===== src/rtl/game_status_sm.sv =====
// End-of-game status FSM: tracks lives/score, post-hit invulnerability and sticky gameOver/win.
// Optional play-time limit is enabled by defining GAME_TIME_LIMIT_EN.
module game_status_sm #(
  parameter int unsigned INIT_LIVES   = 3,
  parameter int unsigned WIN_SCORE    = 50,
  parameter int unsigned SCORE_W      = 8,
  parameter int unsigned COOLDOWN_CYC = 50000000,
  parameter int unsigned TIME_LIMIT_S = 99
) (
  input  logic               clk,
  input  logic               resetN,
  input  logic               startGame,
  input  logic               player_hit,
  input  logic               enemy_killed,
  input  logic               oneSec,
  output logic               gameOver,
  output logic               win,
  output logic               playing,
  output logic               invulnerable,
  output logic [2:0]         lives,
  output logic [SCORE_W-1:0] score,
  output logic [6:0]         time_left
);

  localparam int unsigned CNT_W = (COOLDOWN_CYC > 1) ? $clog2(COOLDOWN_CYC) : 1;
  localparam logic [SCORE_W-1:0] SCORE_MAX = '1;

  typedef enum logic [2:0] {
    S_IDLE      = 3'd0,
    S_PLAY      = 3'd1,
    S_INVULN    = 3'd2,
    S_GAME_OVER = 3'd3,
    S_WIN       = 3'd4
  } state_e;

  state_e             state_q, state_d;
  logic [2:0]         lives_q, lives_d;
  logic [SCORE_W-1:0] score_q, score_d;
  logic [CNT_W-1:0]   cnt_q, cnt_d;
  logic               game_over_q, win_q, playing_q, invuln_q;
  logic [SCORE_W-1:0] score_inc_s;
  logic               won_s;
  logic               timeout_s;

`ifdef GAME_TIME_LIMIT_EN
  logic [6:0] time_q, time_d;

  // Play timer: reload on start, count down on oneSec while in play
  always_comb begin
    time_d    = time_q;
    timeout_s = 1'b0;
    if (startGame) begin
      time_d = 7'(TIME_LIMIT_S);
    end else if ((state_q == S_PLAY || state_q == S_INVULN) && oneSec && (time_q != 7'd0)) begin
      time_d    = time_q - 7'd1;
      timeout_s = (time_q == 7'd1);
    end else begin
      time_d = time_q;
    end
  end

  // Timer register
  always_ff @(posedge clk or negedge resetN) begin
    if (!resetN) begin
      time_q <= 7'd0;
    end else begin
      time_q <= time_d;
    end
  end

  assign time_left = time_q;
`else
  logic unused_one_sec_s;
  assign unused_one_sec_s = oneSec;
  assign timeout_s        = 1'b0;
  assign time_left        = 7'd0;
`endif

  assign score_inc_s = (score_q == SCORE_MAX) ? score_q : score_q + SCORE_W'(1);
  assign won_s       = enemy_killed && (32'(score_inc_s) >= WIN_SCORE);

  // Next-state logic; a win in the same cycle as a hit discards the hit
  always_comb begin
    state_d = state_q;
    lives_d = lives_q;
    score_d = score_q;
    cnt_d   = cnt_q;
    if (startGame) begin
      state_d = S_PLAY;
      lives_d = 3'(INIT_LIVES);
      score_d = '0;
      cnt_d   = '0;
    end else begin
      case (state_q)
        S_PLAY: begin
          score_d = enemy_killed ? score_inc_s : score_q;
          if (won_s) begin
            state_d = S_WIN;
          end else if (player_hit) begin
            lives_d = lives_q - 3'd1;
            cnt_d   = CNT_W'(COOLDOWN_CYC - 1);
            state_d = ((lives_q <= 3'd1) || timeout_s) ? S_GAME_OVER : S_INVULN;
          end else if (timeout_s) begin
            state_d = S_GAME_OVER;
          end else begin
            state_d = S_PLAY;
          end
        end
        S_INVULN: begin
          score_d = enemy_killed ? score_inc_s : score_q;
          cnt_d   = (cnt_q == '0) ? cnt_q : cnt_q - CNT_W'(1);
          if (won_s) begin
            state_d = S_WIN;
          end else if (timeout_s) begin
            state_d = S_GAME_OVER;
          end else if (cnt_q == '0) begin
            state_d = S_PLAY;
          end else begin
            state_d = S_INVULN;
          end
        end
        default: begin
          state_d = state_q;
        end
      endcase
    end
  end

  // State, counters and registered status flags
  always_ff @(posedge clk or negedge resetN) begin
    if (!resetN) begin
      state_q     <= S_IDLE;
      lives_q     <= 3'd0;
      score_q     <= '0;
      cnt_q       <= '0;
      game_over_q <= 1'b0;
      win_q       <= 1'b0;
      playing_q   <= 1'b0;
      invuln_q    <= 1'b0;
    end else begin
      state_q     <= state_d;
      lives_q     <= lives_d;
      score_q     <= score_d;
      cnt_q       <= cnt_d;
      game_over_q <= (state_d == S_GAME_OVER);
      win_q       <= (state_d == S_WIN);
      playing_q   <= (state_d == S_PLAY) || (state_d == S_INVULN);
      invuln_q    <= (state_d == S_INVULN);
    end
  end

  assign gameOver     = game_over_q;
  assign win          = win_q;
  assign playing      = playing_q;
  assign invulnerable = invuln_q;
  assign lives        = lives_q;
  assign score        = score_q;

endmodule


===== config.mk =====
export PLATFORM = sky130hd
export DESIGN_NAME = game_status_sm
export DESIGN_NICKNAME = d
export VERILOG_FILES = /design/src/rtl/game_status_sm.sv
export SDC_FILE = /design/constraint.sdc
export NUM_CORES = 1
export LEC_CHECK = 0
export ABC_CLOCK_PERIOD_IN_PS = 3900
export CORE_MARGIN = 5
export CORE_UTILIZATION = 58
export DETAILED_ROUTE_END_ITERATION = 12
export PLACE_DENSITY_LB_ADDON = 0.12
export SLEW_MARGIN = 20
export SYNTH_ARGS = -nofsm -noshare
export SYNTH_HDL_FRONTEND = slang
export SYNTH_SLANG_ARGS = --single-unit

===== constraint.sdc =====
create_clock -name clk -period 3.9 [get_ports clk]
set_clock_uncertainty 0.05 [all_clocks]
set_input_delay 0.78 -clock clk [delete_from_list [all_inputs] [get_ports clk]]
set_output_delay 0.78 -clock clk [all_outputs]
set_load 0.05 [all_outputs]

==> results.cfg, run 1 <==
[outcome]
run_status = finished clean

[finish]
area_growth_pct = 10.7
drive_above_1_share = 0.0847
fillerInstances = 378
final_area_sq_um = 2950
fin_cells = 359
antenna_cells_inserted = 0
fin_nets = 316

[floorplan]
io_pins = 28
core_region_area_sq_um = 4410
die_height_um = 77.8
floorplan.rows = 24
die_w_um = 77.8
full_die_area_sq_um = 6050
initial_utilization = 0.603

[logic_synthesis]
flip_flop_and_latch_count_after_synthesis = 44
average_size_of_a_mapped_cell_sq_um = 9.15
count_of_cell_types_in_the_netlist = 56
synthesis.area_sq_um = 2660
yosys_warnings = 0
synth-seq-area-share = 0.414
ys.flop_type = sky130_fd_sc_hd__dfrtp_1
number_of_enable_flip_flop_cells_after_synthesis = 0
post_synth_inst_count = 291
synthArstFlopShare = 1.00

[power]
p_leak_nw = 1.18
ir_worst_vdd_mv = 0.279
clock_power_share = 0.273
internal-power_mw = 0.816
power.switching_fraction = 0.352
seq_power_share = 0.440
fin_total_pwr_mw = 1.26
total_switching_power_mw = 0.442
power_per_cell_area_nw_per_um2 = 427
combPwrFrac = 0.287

[route]
detail_route.wl_per_cell_um = 16.1
post-route-drc-count = 0
first_iter_violations = 153
final_antenna_net_count = 0
routed_wl_um = 5770
drtPass1Iterations = 4
vias_per_std_cell = 6.32
detailroute.via_count = 2270

[critical_path]
critPathLaunchType = flip-flop
worstPathMaxFanout = 26
crit_arrival_ns = 3.07
setup.worst_path.class = flip-flop to flip-flop
cp.required_ns = 4.04
kind_of_end_point_of_the_critical_path = flip-flop

[clock_tree]
clock_tree.htree_level_count = 2
setup_buffers_after_cts = 0
ctsRootBufferMaster = sky130_fd_sc_hd__clkbuf_8
cts.repair.resized = 0
clock_insertion_delay_worst_skew_ns = 0.30
holdBufCountCts = 0
clockBufferDepth = 2
clkSinkCount = 44
clkSlewWorstSetupHoldPaths_ns = 0.08
cts_tree = built
numCtsBuffers = 5

[timing]
setup_viol = 0
maxClockFrequency_mhz = 341
period_minus_slack_ns = 2.93
period_share = 0.752
grt_setup_unrepaired = no
timing.setup.tns_ns = 0
slew_viol_final = 0
final_hold_violating_endpoints = 0
max_slew.worst_pin.slew_ns = 1.05
hold-worst-slack_ns = 0.405
slew-limit-headroom = 0.299

[global_routing]
grt_usage = 0.204
wire_length_of_the_first_global_routing_pass_um = 10100
antenna_violations_before_repair = 0
grt.overflow.total = 0
grt_pass1_vias = 2129
grt_start_max_net_pins = 45

[worst_hold_path]
min-delay-path-class = input port to asynchronous set/reset pin

[place]
dp_hpwl_um = 3880
dpl.cell_count = 351
io_buffers = 19
gp_congestion = 0.813
post_dp_cell_area_sq_um = 2840

[flow_run]
maxCapViolations = 0
==> power by group through the flow <==
stage,clock network [mW],registers (mW),logic (mW)
3_3_place_gp,0,0.558,0.351
6_report,0.344,0.553,0.360
2_1_floorplan,0,0.588,0.252
3_5_place_dp,0,0.560,0.358
4_1_cts,0.356,0.552,0.361
5_1_grt,0.379,0.563,0.399
==> worst paths after layout <==
path / slack, ns / start / depth (start not counted) / end
max: 0.97 / cnt_q[13]$_DFFE_PN0P_ / 7 / cnt_q[18]$_DFFE_PN0P_
min: 0.40 / resetN / 1 / score[5]$_DFFE_PN0P_
max reg2reg: 0.97 / cnt_q[13]$_DFFE_PN0P_ / 7 / cnt_q[18]$_DFFE_PN0P_
min reg2reg: 0.45 / cnt_q[15]$_DFFE_PN0P_ / 1 / cnt_q[15]$_DFFE_PN0P_
max in group asynchronous: 3.01 / resetN / 1 / cnt_q[21]$_DFFE_PN0P_
min in group clk: 0.45 / cnt_q[15]$_DFFE_PN0P_ / 1 / cnt_q[15]$_DFFE_PN0P_
==> area by class of cell <==
| type | instances | area, sq um | area share |
|---|---|---|---|
| multi-input combinational | 224 | 1430 | 0.485 |
| tap | 52 | 65.1 | 0.0221 |
| clock buffer | 6 | 72.6 | 0.0246 |
| inverter | 9 | 33.8 | 0.0115 |
| sequential | 44 | 1100 | 0.374 |
| clock inverter | 2 | 35.0 | 0.0119 |
| timing repair buffer | 22 | 210 | 0.0713 |
==> layout by cell type, fill, tap and decap left out, types with 6 or more instances in the layout <==
cell type	count
sky130_fd_sc_hd__nor2_1	31
sky130_fd_sc_hd__clkdlybuf4s50_1	18
sky130_fd_sc_hd__conb_1	7
sky130_fd_sc_hd__a311oi_1	10
sky130_fd_sc_hd__nor3_1	15
sky130_fd_sc_hd__inv_1	9
sky130_fd_sc_hd__or3_1	7
sky130_fd_sc_hd__o21ai_0	8
sky130_fd_sc_hd__nand2b_1	6
sky130_fd_sc_hd__dfrtp_1	44
sky130_fd_sc_hd__nand2_1	22
sky130_fd_sc_hd__a21oi_1	24
==> per-stage QoR <==
step                      utilization  setup WS, ns
after global placement          0.643          1.11
final                           0.668         0.967
after detailed placement        0.643          1.05
after global routing            0.668         0.731
after CTS                       0.667         0.972
after floorplan                     -          1.06
==> synthesized netlist by cell type, types with 6 or more instances <==
cell / number / area share
sky130_fd_sc_hd__a311oi_1: 10 / 0.033
sky130_fd_sc_hd__nand2_1: 22 / 0.031
sky130_fd_sc_hd__nand2b_1: 6 / 0.014
sky130_fd_sc_hd__dfrtp_1: 44 / 0.41
sky130_fd_sc_hd__clkbuf_1: 10 / 0.014
sky130_fd_sc_hd__nor2_1: 31 / 0.044
sky130_fd_sc_hd__buf_4: 7 / 0.020
sky130_fd_sc_hd__or3_1: 7 / 0.016
sky130_fd_sc_hd__a21oi_1: 24 / 0.045
sky130_fd_sc_hd__o21ai_0: 8 / 0.015
sky130_fd_sc_hd__inv_1: 9 / 0.013
sky130_fd_sc_hd__nor3_1: 15 / 0.028
==> flip-flops by register name, indices dropped and copies added (netlist names) <==
name          cells
state_q           3
invulnerable      1
lives             3
gameOver          1
win               1
score             8
cnt_q            26
playing           1
==> layer usage <==
layer  global-route usage  vias up  share of wire
met4               0.0722        0          0.013
met3               0.0451        7          0.048
met5                    0        -              0
met2                0.309       56           0.48
li1                     -     1105              -
met1                0.288     1102           0.46
==> critical path, stage by stage, from the launching register on <==
cell and delay (ns):
sky130_fd_sc_hd__dfrtp_1 0.44, sky130_fd_sc_hd__or3_1 0.36, sky130_fd_sc_hd__nor3_1 0.56, sky130_fd_sc_hd__nand2_1 0.22, sky130_fd_sc_hd__o21ai_4 0.34, sky130_fd_sc_hd__o211ai_4 0.33
sky130_fd_sc_hd__and4_1 0.33, sky130_fd_sc_hd__o21a_1 0.18
==> cell families after synthesis <==
kind of cell,Yosys count,share of synthesized area
simple gates,118,0.237
compound gates,86,0.240
flops,44,0.414
buf+inv,29,0.0583
xor+xnor,7,0.0230
fa+ha+maj,4,0.0188
mux,2,0.00752
other cells,1,0.00141
No activity file was read; power rests on OpenSTA's default activity.
==> run 2, diff against run 1 <==
ABC_CLOCK_PERIOD_IN_PS = 2800   (was 3900)
CORE_UTILIZATION = 57   (was 58)
clock period = 2.8 ns   (was 3.9 ns; I/O delays follow)
==> run 2 against run 1 <==
Net effect: global-route usage is 0.064 points higher; critical path depth is 2 higher; hold slack worse by 0.13 ns; final area is 1.9% higher; sequential share of layout area is 0.60 points lower; core utilization is 0.79 points higher; setup slack worse by 0.79 ns; fmax is 12% higher; critical endpoint is now gameOver$_DFF_PN0_; largest power group unchanged.
==> results.cfg, run 2 (same netlist as run 1, synthesis figures left out) <==
[floorplan]
die_height_um = 78.3
core_region_area_sq_um = 4440
io_pins = 28
full_die_area_sq_um = 6140
die_w_um = 78.3
initial_utilization = 0.599
floorplan.rows = 24

[global_routing]
antenna_violations_before_repair = 0
grt_start_max_net_pins = 45
grt.overflow.total = 0
grt_usage = 0.204
grt_pass1_vias = 2154
wire_length_of_the_first_global_routing_pass_um = 10200

[clock_tree]
clkSlewWorstSetupHoldPaths_ns = 0.09
clockBufferDepth = 2
clkSinkCount = 44
holdBufCountCts = 0
cts.repair.resized = 0
cts_tree = built
ctsRootBufferMaster = sky130_fd_sc_hd__clkbuf_8
clock_tree.htree_level_count = 2
numCtsBuffers = 5
setup_buffers_after_cts = 0
clock_insertion_delay_worst_skew_ns = 0.31

[finish]
layout.cells.most_common_list = sky130_fd_sc_hd__dfrtp_1 (42), sky130_fd_sc_hd__nor2_1 (31), sky130_fd_sc_hd__a21oi_1 (24)
largest_register_ffs = 26
largest-register = cnt_q
antenna_cells_inserted = 0
fillerInstances = 364
drive_above_1_share = 0.114
area_growth_pct = 12.7
fin_nets = 325
final_common_cell = sky130_fd_sc_hd__dfrtp_1

[route]
detail_route.wl_per_cell_um = 16.4
met2_wirelength_um = 2800
drtPass1Iterations = 4
first_iter_violations = 200
detailroute.via_count = 2320
post-route-drc-count = 0
m1WireLength_um = 2870
highest_layer = met4
routed_wl_um = 6040
vias_per_std_cell = 6.30
final_antenna_net_count = 0
route.met3.wl_um = 240

[critical_path]
setup.worst_path.class = flip-flop to flip-flop
crit_arrival_ns = 2.81
kind_of_end_point_of_the_critical_path = flip-flop
regToRegSetupSlack_ns = 0.18
worstPathMaxFanout = 5
cp.required_ns = 2.99
worst_path_largest_cell_delay_ns = 0.53
setup_crit_start = cnt_q[0]$_DFFE_PN0P_
reg2reg_depth = 9
worst_r2r_startpoint = cnt_q[0]$_DFFE_PN0P_
r2r-end = gameOver$_DFF_PN0_
critPathLaunchType = flip-flop
crit_slowest_cell = sky130_fd_sc_hd__or3b_2
crit_path_cell_trace = inv_1 -> ha_1 -> or3b_2 -> nor4_4 -> and3_1 -> a221o_1 -> o31ai_1 -> a311oi_1 -> nor2b_1

[power]
clock_power_share = 0.234
seq_power_share = 0.455
total_switching_power_mw = 0.630
fin_total_pwr_mw = 1.69
combPwrFrac = 0.311
power_per_cell_area_nw_per_um2 = 564
p_leak_nw = 1.21
ir_worst_vdd_mv = 0.406
power.switching_fraction = 0.373
internal-power_mw = 1.06

[timing]
timing.setup.tns_ns = 0
slew_viol_final = 0
period_minus_slack_ns = 2.62
grt_setup_unrepaired = no
final_hold_violating_endpoints = 0
slew-limit-headroom = 0.284
max_slew.worst_pin.slew_ns = 1.07
maxClockFrequency_mhz = 381
setup_viol = 0
period_share = 0.936

[worst_hold_path]
min-delay-path-class = input port to asynchronous set/reset pin

[outcome]
run_status = finished clean

[place]
gp_congestion = 0.853
io_buffers = 19
dp_hpwl_um = 3920

[flow_run]
maxCapViolations = 0
[run 2: changes by cell type in the layout (fill, tap and decap cells not counted), sizes merged]
cell    before  now
clkbuf       6    7
bufinv       1    0
buf          4   12
o211ai       6    7
[run 2: cell type report]
cell class | count | area [sq um] | share of cell area
Clock buffer | 7 | 76.3 | 0.0254
Tap cell | 52 | 65.1 | 0.0217
Multi-Input combinational cell | 225 | 1450 | 0.483
Inverter | 9 | 33.8 | 0.0113
Timing Repair Buffer | 30 | 268 | 0.0892
Sequential cell | 44 | 1100 | 0.368
Clock inverter | 1 | 5.00 | 0.00167
[run 2: layer usage]
layer | vias to the layer above | global-route usage
li1 | 1123 | -
met1 | 1132 | 0.283
met2 | 53 | 0.320
met3 | 12 | 0.0446
met4 | 0 | 0.0682
met5 | - | 0
[run 2: how the worst max path moves through the flow]
stage | endpoint | slack [ns] | cells after the start
CTS | cnt_q[19]$_DFFE_PN0P_ | 0.12 | 8
detailed placement | gameOver$_DFF_PN0_ | 0.15 | 9
global route | gameOver$_DFF_PN0_ | 0.007 | 9
global placement | cnt_q[19]$_DFFE_PN0P_ | 0.18 | 8
finish | gameOver$_DFF_PN0_ | 0.18 | 9
floorplan | cnt_q[13]$_DFFE_PN0P_ | 0.15 | 9
[run 2: critical path, delay by kind of cell, from the launching register on]
family / cells / cell delay (ns)
simple gates: 4 / 1.29
flops: 1 / 0.42
compound gates: 3 / 0.52
buf+inv: 1 / 0.07
fa+ha+maj: 1 / 0.19
[run 2: through the flow]
step	util	std cells	cell area, sq um	hold WS, ns	setup WS (ns)
detailed placement	0.652	359	2900	0.436	0.147
floorplan	-	297	2690	0.214	0.150
global placement	0.652	359	2900	0.428	0.175
global route	0.675	368	3000	0.325	0.00682
CTS	0.671	367	2980	0.293	0.119
finish	0.675	368	3000	0.270	0.178
[run 2: power groups by stage]
stage	sequential, mW	combinational (mW)	clock [mW]
finish	0.770	0.526	0.396
global route	0.781	0.575	0.440
CTS	0.768	0.513	0.403
detailed placement	0.780	0.511	0
global placement	0.778	0.501	0
floorplan	0.819	0.351	0
